## src/rtl/seg7_pkg.sv

```systemverilog
// seg7_pkg: segment decode table, dp position and inactive output levels shared by the display controller.
package seg7_pkg;
    localparam int DP_BIT = 7;
    localparam logic [6:0] SEG_TABLE [16] = '{
        7'h3F, 7'h06, 7'h5B, 7'h4F, 7'h66, 7'h6D, 7'h7D, 7'h07,
        7'h7F, 7'h6F, 7'h77, 7'h7C, 7'h39, 7'h5E, 7'h79, 7'h71
    };
    localparam logic [7:0]  SEG_IDLE_AH = 8'h00;
    localparam logic [7:0]  SEG_IDLE_AL = 8'hFF;
    localparam logic [15:0] CS_IDLE_AH  = 16'h0000;
    localparam logic [15:0] CS_IDLE_AL  = 16'hFFFF;
endpackage

```

## src/rtl/seg7_scan_ctrl_if.sv

```systemverilog
// seg7_scan_ctrl_if: addressed digit write port of the scanning display controller.
interface seg7_scan_ctrl_if #(parameter int DIG_W = 3);
    logic             wr_en;
    logic [DIG_W-1:0] wr_addr;
    logic [3:0]       wr_data;
    logic             wr_dp;
    modport master (output wr_en, wr_addr, wr_data, wr_dp);
    modport slave  (input  wr_en, wr_addr, wr_data, wr_dp);
endinterface

```

## src/rtl/seg7_hex_decode.sv

```systemverilog
// seg7_hex_decode: 4-bit hex value to active-high g..a segment pattern.
module seg7_hex_decode
    import seg7_pkg::*;
(
    input  logic [3:0] val,
    output logic [6:0] seg
);
    assign seg = SEG_TABLE[val];
endmodule

```

## src/rtl/seg7_scan_ctrl.sv

```systemverilog
// seg7_scan_ctrl: multi-digit 7-segment scan controller with prescaler, leading-zero blanking,
// PWM brightness, selectable output polarity and a frame strobe.
module seg7_scan_ctrl
    import seg7_pkg::*;
#(
    parameter int NUM_DIGITS     = 8,
    parameter int DIG_W          = $clog2(NUM_DIGITS),
    parameter int SCAN_DIV       = 50000,
    parameter int BRIGHT_W       = 4,
    parameter bit SEG_ACTIVE_LOW = 0,
    parameter bit CS_ACTIVE_LOW  = 0
)
(
    input  logic                  sys_clk,
    input  logic                  sys_rst,
    input  logic                  en,
    seg7_scan_ctrl_if.slave       wr,
    input  logic                  blank_lz,
    input  logic [BRIGHT_W-1:0]   bright,
    output logic [7:0]            seg_out,
    output logic [NUM_DIGITS-1:0] cs_out,
    output logic [DIG_W-1:0]      scan_idx,
    output logic                  frame_tick
);
    localparam int PW = $clog2(SCAN_DIV);
    localparam int CW = PW + BRIGHT_W + 1;
    localparam logic [PW-1:0]         P_LAST   = PW'(SCAN_DIV - 1);
    localparam logic [DIG_W-1:0]      IDX_LAST = DIG_W'(NUM_DIGITS - 1);
    localparam logic [DIG_W:0]        ND       = (DIG_W + 1)'(NUM_DIGITS);
    localparam logic [7:0]            SEG_IDLE = SEG_ACTIVE_LOW ? SEG_IDLE_AL : SEG_IDLE_AH;
    localparam logic [NUM_DIGITS-1:0] CS_IDLE  = CS_ACTIVE_LOW ? CS_IDLE_AL[NUM_DIGITS-1:0]
                                                               : CS_IDLE_AH[NUM_DIGITS-1:0];

    logic [3:0]            digit [NUM_DIGITS];
    logic [NUM_DIGITS-1:0] dp;
    logic [PW-1:0]         presc;
    logic [BRIGHT_W-1:0]   bright_q, bright_eff;
    logic [NUM_DIGITS-1:0] lz;
    logic [6:0]            seg_dec;
    logic [7:0]            seg_nxt;
    logic [NUM_DIGITS-1:0] cs_nxt;
    logic                  lit, wrap, show;

    assign wrap       = en && presc == P_LAST;
    // Slot start uses the live input so the first cycle already reflects the new sample.
    assign bright_eff = presc == '0 ? bright : bright_q;
    assign lit        = (CW'(presc) << BRIGHT_W) < (CW'(bright_eff) + CW'(1)) * CW'(SCAN_DIV);
    assign show       = en && lit;
    assign cs_nxt     = NUM_DIGITS'(1) << scan_idx;

    always_comb begin
        logic z;
        z  = 1'b1;
        lz = '0;
        for (int i = NUM_DIGITS - 1; i > 0; i--) begin
            z     = z && digit[i] == 4'd0;
            lz[i] = z;
        end
    end

    seg7_hex_decode u_dec (.val(digit[scan_idx]), .seg(seg_dec));

    always_comb begin
        seg_nxt         = {1'b0, (blank_lz && lz[scan_idx]) ? 7'd0 : seg_dec};
        seg_nxt[DP_BIT] = dp[scan_idx];
    end

    always_ff @(posedge sys_clk) begin
        if (sys_rst) begin
            for (int i = 0; i < NUM_DIGITS; i++) digit[i] <= '0;
            dp         <= '0;
            presc      <= '0;
            scan_idx   <= '0;
            frame_tick <= 1'b0;
            bright_q   <= '0;
            seg_out    <= SEG_IDLE;
            cs_out     <= CS_IDLE;
        end else begin
            if (wr.wr_en && {1'b0, wr.wr_addr} < ND) begin
                digit[wr.wr_addr] <= wr.wr_data;
                dp[wr.wr_addr]    <= wr.wr_dp;
            end
            if (en) presc <= wrap ? '0 : presc + 1'b1;
            if (wrap) scan_idx <= scan_idx == IDX_LAST ? '0 : scan_idx + 1'b1;
            if (presc == '0) bright_q <= bright;
            frame_tick <= wrap && scan_idx == IDX_LAST;
            seg_out    <= show ? seg_nxt ^ SEG_IDLE : SEG_IDLE;
            cs_out     <= show ? cs_nxt ^ CS_IDLE : CS_IDLE;
        end
    end
endmodule

```

## src/flat_wrapper.sv

```systemverilog
// flat-port wrapper written by rule: the top's interface ports become plain ports
module seg7_scan_ctrl_flat import seg7_pkg::*;
#(
    parameter int NUM_DIGITS     = 8,
    parameter int DIG_W          = $clog2(NUM_DIGITS),
    parameter int SCAN_DIV       = 50000,
    parameter int BRIGHT_W       = 4,
    parameter bit SEG_ACTIVE_LOW = 0,
    parameter bit CS_ACTIVE_LOW  = 0
)
  (sys_clk, sys_rst, en, blank_lz, bright, seg_out, cs_out, scan_idx, frame_tick, wr_wr_en, wr_wr_addr, wr_wr_data, wr_wr_dp);
  seg7_scan_ctrl_if #(.DIG_W(DIG_W)) wr_i ();
  input  logic sys_clk;
  input  logic sys_rst;
  input  logic en;
  input  logic blank_lz;
  input  logic [BRIGHT_W-1:0] bright;
  output logic [7:0] seg_out;
  output logic [NUM_DIGITS-1:0] cs_out;
  output logic [DIG_W-1:0] scan_idx;
  output logic frame_tick;
  input wire logic [$bits(wr_i.wr_en)-1:0] wr_wr_en;
  input wire logic [$bits(wr_i.wr_addr)-1:0] wr_wr_addr;
  input wire logic [$bits(wr_i.wr_data)-1:0] wr_wr_data;
  input wire logic [$bits(wr_i.wr_dp)-1:0] wr_wr_dp;
  assign wr_i.wr_en = wr_wr_en;
  assign wr_i.wr_addr = wr_wr_addr;
  assign wr_i.wr_data = wr_wr_data;
  assign wr_i.wr_dp = wr_wr_dp;
  seg7_scan_ctrl #(.NUM_DIGITS(NUM_DIGITS), .DIG_W(DIG_W), .SCAN_DIV(SCAN_DIV), .BRIGHT_W(BRIGHT_W), .SEG_ACTIVE_LOW(SEG_ACTIVE_LOW), .CS_ACTIVE_LOW(CS_ACTIVE_LOW)) u_core (.sys_clk(sys_clk), .sys_rst(sys_rst), .en(en), .wr(wr_i), .blank_lz(blank_lz), .bright(bright), .seg_out(seg_out), .cs_out(cs_out), .scan_idx(scan_idx), .frame_tick(frame_tick));
endmodule
```

## config.mk

```make
export PLATFORM = sky130hd
export DESIGN_NAME = seg7_scan_ctrl_flat
export DESIGN_NICKNAME = d
export VERILOG_FILES = /design/src/rtl/seg7_pkg.sv /design/src/rtl/seg7_scan_ctrl_if.sv /design/src/rtl/seg7_hex_decode.sv /design/src/rtl/seg7_scan_ctrl.sv /design/src/flat_wrapper.sv
export SDC_FILE = /design/constraint.sdc
export NUM_CORES = 1
export LEC_CHECK = 0
export CORE_ASPECT_RATIO = 1.25
export CORE_MARGIN = 2
export CORE_UTILIZATION = 40
export CTS_BUF_LIST = sky130_fd_sc_hd__clkbuf_8
export CTS_CLUSTER_DIAMETER = 120
export CTS_CLUSTER_SIZE = 30
export DETAILED_ROUTE_END_ITERATION = 8
export DONT_BUFFER_PORTS = 1
export SYNTH_ARGS = -nofsm -noshare
export SYNTH_HDL_FRONTEND = slang
export SYNTH_SLANG_ARGS = --single-unit
```

## constraint.sdc

```tcl
create_clock -name sys_clk -period 5.1 [get_ports sys_clk]
set_input_delay 1.02 -clock sys_clk [delete_from_list [all_inputs] [get_ports sys_clk]]
set_output_delay 1.02 -clock sys_clk [all_outputs]
set_load 0.01 [all_outputs]
```

==> results.tsv, run 1 <==
stage	metric	value	unit
status	failed_checks	negative setup slack	
setup_path	crit_slowest_cell	fa_1	
yosys	synthTopCellsByArea	dfxtp_1 (20%), edfxtp_1 (18%), ha_1 (14%)	
yosys	yosys.area.top_type_share	19.6	%
power_and_ir_drop	p_seq_share	37.7	%
drt	via_count	4025	
sta	post-route-period-util	107	%
drt	drt-vias-per-instance	5.33	
setup_path	rr_endpoint	u_core.seg_out[6]	
hold_path	hp-class	flip-flop to flip-flop	
clock_network	cts-hold-fix-buffers	0	
sta	holdWs	0.474	ns
power_and_ir_drop	power.switching	0.626	mW
power_and_ir_drop	powerDensity	307	nW/um^2
yosys	yosysTopAreaCell	dfxtp_1	
setup_path	r2r_start	u_core.presc[1]	
die	die_h	132	um
yosys	synthArstFlopShare	0	%
yosys	synth_edf_count	32	
cells_and_area	drive_above_1_share	24.5	%
clock_network	insertion_delay	0.36	ns
clock_network	cts_tree	done	
clock_network	root_buffer	clkbuf_8	
global_routing	track_usage	19.0	%
global_routing	grt_pass1_wl	20700	um
cells_and_area	final_core_util	49.7	%
yosys	ys_types	61	
yosys	seq_area_frac_synth	38.1	%
die	core	12700	sq um
place	post-dp-hpwl	10100	um
power_and_ir_drop	clockPowerShare	23.9	%
place	pre_cts_slack	-0.744	ns
cells_and_area	fin_cells	755	
setup_path	cp.depth	28	
clock_network	numCtsBuffers	9	
setup_path	cp_max_fo	16	
power_and_ir_drop	leakage	2.56	nW
sta	rsz0062_at_grt	yes	
cells_and_area	final_cell_mix	buf_4 (62), ha_1 (50), dfxtp_1 (49), nor2_1 (42), nand2_1 (39)	
sta	clock.fmax	184	MHz
setup_path	critical_path_class	flip-flop to flip-flop	
drt	wl_per_cell	17.0	um
setup_path	cp_top_family	adder cells	
global_routing	grt_pass1_vias	4259	
cells_and_area	synthToLayoutAreaGrowth	21.3	%
die	std_cell_rows	46	
clock_network	clkTransAtPathRegs	0.09	ns
power_and_ir_drop	combPwrFrac	38.4	%
cells_and_area	fill_cells	1201	
sta	finalWorstSetupSlack	-0.334	ns
global_routing	antenna_found_initial	0	
power_and_ir_drop	p_int	1.32	mW
setup_path	cp.buffers_inverters	6	
cells_and_area	layout_commonest_cell	buf_4	
status	status	finished, violations left	
clock_network	clock-sinks	83	
setup_path	required	5.35	ns
place	dp_cells	734	
sta	slew_headroom	62.1	%
cells_and_area	n_antenna_cell	0	
sta	fin_crit	5.43	ns
hold_path	hold_start	u_core.dp[7]	
sta	clock_skew	0.0102	ns
setup_path	critPathArrivalTime	5.68	ns
place	place_congestion	0.883	
cells_and_area	nets	657	
drt	drt_iter0_markers	154	
yosys	synth.net_count	602	
die	initial_core_util	40.9	%
power_and_ir_drop	peakVddDrop	0.000165	V
drt	drt_first_pass_iters	4	
setup_path	crit_end	u_core.seg_out[6]	
clock_network	cts-htree-levels	3	
yosys	synth_flop_cell	dfxtp_1	
setup_path	rrSetupSlack	-0.33	ns
die	fp.dieW	106	um
power_and_ir_drop	power.share.switching	32.2	%
yosys	syn_avg_cell_area	9.88	sq um
setup_path	worstSetupEndpointType	flip-flop	
run	maxCapViolations	0	
setup_path	reg2regPathDepth	28	
clock_network	cts_buffer_depth	2	
sta	hold_violations	0	
drt	drc	0	
sta	final-setup-viol-count	16	
die	dieArea	14000	sq um
yosys	synth_area	5210	sq um
global_routing	grt.overflow.total	0	
drt	detail_route.wirelength	12900	um
sta	drv_slew	0	
yosys	yosysWarnings	0	
die	io_pins	37	
drt	ant_nets	0	
yosys	ys_seq_elements	83	
setup_path	setup.worst_path.start_class	flip-flop	
global_routing	grt_max_degree	28	
sta	tightest_slew	0.563	ns
setup_path	critical-path-max-stage-delay	0.52	ns
yosys	syn_inst	527	
sta	setup_tns	-4.05	ns
place	io_buffers	0	
setup_path	cp-startpoint	u_core.presc[1]	
[metrics by stage]
stage               area (sq um)  total power, mW
floorplan                   5310             1.18
global placement            5870             1.40
detailed placement          5870             1.41
CTS                         6180             1.91
global route                6320             2.07
finish                      6320             1.94
[power groups by stage]
stage          Combinational [mW]  Clock [mW]  Sequential, mW
3_5_place_dp                0.661           0           0.749
6_report                    0.746       0.464           0.733
5_1_grt                     0.829       0.507           0.736
3_3_place_gp                0.648           0           0.747
2_1_floorplan               0.443           0           0.742
4_1_cts                     0.701       0.477           0.733
[cells by family after synthesis]
group / count (synthesis) / synth area share [%]
mux: 22 / 6.94
other cells: 1 / 0.0720
simple gates: 203 / 21.2
fa+ha+maj: 58 / 14.1
buf+inv: 50 / 3.87
compound gates: 82 / 11.0
xor+xnor: 28 / 4.71
flops: 83 / 38.1
[synth_stat cells (all sizes together), types with 3 or more instances]
library cell  count
nand2            39
nand2b            9
buf               4
nor4             12
edfxtp           32
and2             35
ha               57
nor2b             4
xnor2            12
nor3             24
and3              6
o21ai            20
nand3            10
mux2              3
a211oi            3
a21o              8
o211ai            3
o21bai            5
xor2             16
a2111oi           3
mux4             10
dfxtp            51
inv              30
mux2i             9
a31o              5
nand4             8
a31oi             5
nor2             42
clkbuf           16
a21oi            17
[tightest hold or removal path, stage by stage, from the launching register on]
cell     delay, ns
dfxtp_1       0.32
inv_1         0.04
o21ai_0       0.07
[state kept, by name, summed over array words and instances (netlist names), named ones only]
name,cells
u_core.presc,16
u_core.seg_out,8
u_core.digit,32
u_core.scan_idx,3
u_core.cs_out,8
u_core.dp,8
u_core.bright_q,4
u_core.frame_tick,1
[repair_timing]
action | CTS | global route
setup endpoints to repair | 16 | 16
gates resized for setup | 11 | 20
gates cloned | 0 | 0
pin swaps | 7 | 10
setup buffers | 3 | 2
[routing by layer]
metal / GRT usage, % / vias up / routed length, um
met5: 0 / - / 0
met4: 6.87 / 0 / 362
met3: 4.46 / 25 / 401
met2: 37.0 / 70 / 7230
met1: 19.3 / 1935 / 4870
li1: - / 1995 / -
[layout make-up]
cell class	instances	area, sq um	share of cell area, %
Multi-Input combinational cell	394	3320	52.5
Timing Repair Buffer	64	497	7.86
Clock inverter	7	70.1	1.11
Sequential cell	83	1980	31.4
Tap cell	168	210	3.33
Inverter	30	113	1.78
Clock buffer	9	124	1.96
[worst min path at each step]
stage / end / slack, ns / depth (start not counted)
after floorplan: u_core.dp[2] / 0.44 / 2
after global placement: u_core.dp[1] / 0.45 / 2
after detailed placement: u_core.dp[7] / 0.46 / 2
after CTS: u_core.dp[7] / 0.48 / 2
after global routing: u_core.dp[5] / 0.50 / 2
final: u_core.dp[7] / 0.47 / 2
Note: power is estimated with default switching activity, not from simulation.
==> inputs of run 2 (changes only) <==
Settings changed: CORE_ASPECT_RATIO 1.25 to 0.9, SKIP_CTS_REPAIR_TIMING set to 1.
==> results.tsv, run 2 (synthesis results as in run 1) <==
stage	metric	value	unit	change
status	status	finished, violations left		unchanged
status	failed_checks	negative setup slack		unchanged
clock_network	clkTransAtPathRegs	0.08	ns	was 0.09 ns
power_and_ir_drop	leakage	2.53	nW	was 2.56 nW
clock_network	cts-htree-levels	3		unchanged
sta	hold_violations	0		unchanged
setup_path	worstSetupEndpointType	flip-flop		unchanged
drt	wl_per_cell	16.2	um	was 17.0 um
drt	drt-vias-per-instance	5.29		was 5.33
setup_path	required	5.36	ns	was 5.35 ns
cells_and_area	top_register	u_core.digit		unchanged
place	post-dp-hpwl	9420	um	was 10100 um
cells_and_area	nets	651		was 657
cells_and_area	n_antenna_cell	0		unchanged
setup_path	reg2regPathDepth	27		was 28
place	place_congestion	0.841		was 0.883
power_and_ir_drop	power.share.switching	31.7	%	was 32.2%
clock_network	root_buffer	clkbuf_8		unchanged
global_routing	antenna_found_initial	0		unchanged
clock_network	clock-sinks	83		unchanged
drt	detail_route.wirelength	12100	um	was 12900 um
setup_path	critical-path-max-stage-delay	0.32	ns	was 0.52 ns
die	std_cell_rows	39		was 46
die	fp.dieW	124	um	was 106 um
setup_path	cp_max_fo	16		unchanged
cells_and_area	drive_above_1_share	21.7	%	was 24.5%
die	initial_core_util	41.0	%	was 40.9%
global_routing	grt.overflow.total	0		unchanged
drt	drt_first_pass_iters	4		unchanged
cells_and_area	fill_cells	1190		was 1201
sta	rsz0062_at_grt	yes		unchanged
sta	post-route-period-util	107	%	about the same
global_routing	grt_pass1_wl	20100	um	was 20700 um
power_and_ir_drop	power.switching	0.591	mW	was 0.626 mW
power_and_ir_drop	clockPowerShare	24.5	%	was 23.9%
sta	finalWorstSetupSlack	-0.349	ns	was -0.334 ns
setup_path	critical_path_class	flip-flop to flip-flop		unchanged
sta	tightest_slew	0.566	ns	was 0.563 ns
drt	via_count	3939		was 4025
power_and_ir_drop	combPwrFrac	36.2	%	was 38.4%
run	maxCapViolations	0		unchanged
clock_network	numCtsBuffers	9		unchanged
place	pre_cts_slack	-0.558	ns	was -0.744 ns
sta	setup_tns	-4.20	ns	was -4.05 ns
place	io_buffers	0		unchanged
setup_path	critPathArrivalTime	5.71	ns	was 5.68 ns
setup_path	crit_top_cell	ha_4		
hold_path	whs_path_depth	2		unchanged
die	die_h	112	um	was 132 um
sta	slew_headroom	62.2	%	was 62.1%
clock_network	insertion_delay	0.36	ns	about the same
die	core	12700	sq um	about the same
setup_path	crit_slowest_cell	dfxtp_2		was fa_1
power_and_ir_drop	peakVddDrop	0.000169	V	was 0.000165 V
power_and_ir_drop	powerDensity	303	nW/um^2	was 307 nW/um^2
cells_and_area	reg.largest.list	u_core.digit (32), u_core.presc (16)		unchanged
power_and_ir_drop	p_seq_share	39.3	%	was 37.7%
die	dieArea	13900	sq um	was 14000 sq um
cells_and_area	largest_register_ffs	32		unchanged
global_routing	track_usage	17.8	%	was 19.0%
clock_network	cts_tree	done		unchanged
drt	drt_iter0_markers	198		was 154
sta	clock.fmax	184	MHz	about the same
cells_and_area	final_cell_mix	buf_4 (56), ha_1 (50), dfxtp_1 (49), nor2_1 (42), nand2_1 (39)		was buf_4 (62), ha_1 (50), dfxtp_1 (49), nor2_1 (42), nand2_1 (39)
drt	drc	0		unchanged
sta	fin_crit	5.45	ns	was 5.43 ns
setup_path	setup.worst_path.start_class	flip-flop		unchanged
sta	final-setup-viol-count	16		unchanged
global_routing	grt_pass1_vias	3987		was 4259
drt	ant_nets	0		unchanged
clock_network	cts_buffer_depth	2		unchanged
cells_and_area	layout_commonest_cell	buf_4		unchanged
hold_path	hp-class	flip-flop to flip-flop		unchanged
die	io_pins	37		unchanged
global_routing	grt_max_degree	28		unchanged
sta	clock_skew	0.00680	ns	was 0.0102 ns
sta	drv_slew	0		unchanged
power_and_ir_drop	p_int	1.28	mW	was 1.32 mW
cells_and_area	synthToLayoutAreaGrowth	18.3	%	was 21.3%
-- run 2: cell types whose count changed in the layout (fill, tap and decap cells not counted), sizes merged --
| cell | previous run | this run |
|---|---|---|
| buf | 64 | 58 |
| clkinv | 2 | 5 |
| clkinvlp | 3 | 0 |
-- run 2: stage by stage --
stage / power [mW] / hold slack [ns] / utilization (%) / instance area [sq um] / instances
floorplan: 1.18 / 0.439 / - / 5310 / 527
global placement: 1.38 / 0.455 / 46.1 / 5850 / 728
detailed placement: 1.40 / 0.458 / 46.1 / 5850 / 728
CTS: 1.85 / 0.474 / 47.6 / 6030 / 744
global route: 2.00 / 0.515 / 48.6 / 6160 / 745
finish: 1.87 / 0.475 / 48.6 / 6160 / 745
-- run 2: critical path: cells and delay by family, from the launching register on --
kind	cells	cell delay (ns)
AOI/OAI and AO/OA	7	1.30
xor gates and xnor gates	1	0.16
adders and majority gates	7	1.54
buffers and inverters	4	0.47
DFF	1	0.32
muxes	1	0.17
and+or+nand+nor	7	1.35
-- run 2: area by class of cell --
class                   instances  area (sq um)  share of cell area, %
inverters                      30           113                   1.83
well taps                     164           205                   3.33
multi-input cells             394          3220                   52.3
repair buffers                 58           452                   7.33
clock inverters                 7          61.3                  0.995
flip-flops and latches         83          1980                   32.2
clock buffers                   9           124                   2.01
-- run 2: metal layers --
metal,up-vias,global-route usage [%],wire length [um]
met5,-,0,0
met4,0,4.79,174
met1,1837,23.6,5690
met2,93,29.0,5540
li1,1994,-,-
met3,15,4.53,663
-- run 2: path summary, 6_finish.rpt --
kind / slack (ns) / to / startpoint
worst min register to register: 0.48 / u_core.dp[0] / u_core.dp[0]
worst min-delay path: 0.48 / u_core.dp[0] / u_core.dp[0]
worst max-delay path: -0.35 / u_core.seg_out[5] / u_core.presc[1]
worst max register to register: -0.35 / u_core.seg_out[5] / u_core.presc[1]
-- run 2: power groups by stage --
stage	Combinational [mW]	Clock, mW	Sequential [mW]
2_1_floorplan	0.443	0	0.742
3_3_place_gp	0.633	0	0.747
3_5_place_dp	0.649	0	0.749
4_1_cts	0.654	0.467	0.734
5_1_grt	0.765	0.497	0.737
6_report	0.676	0.458	0.734
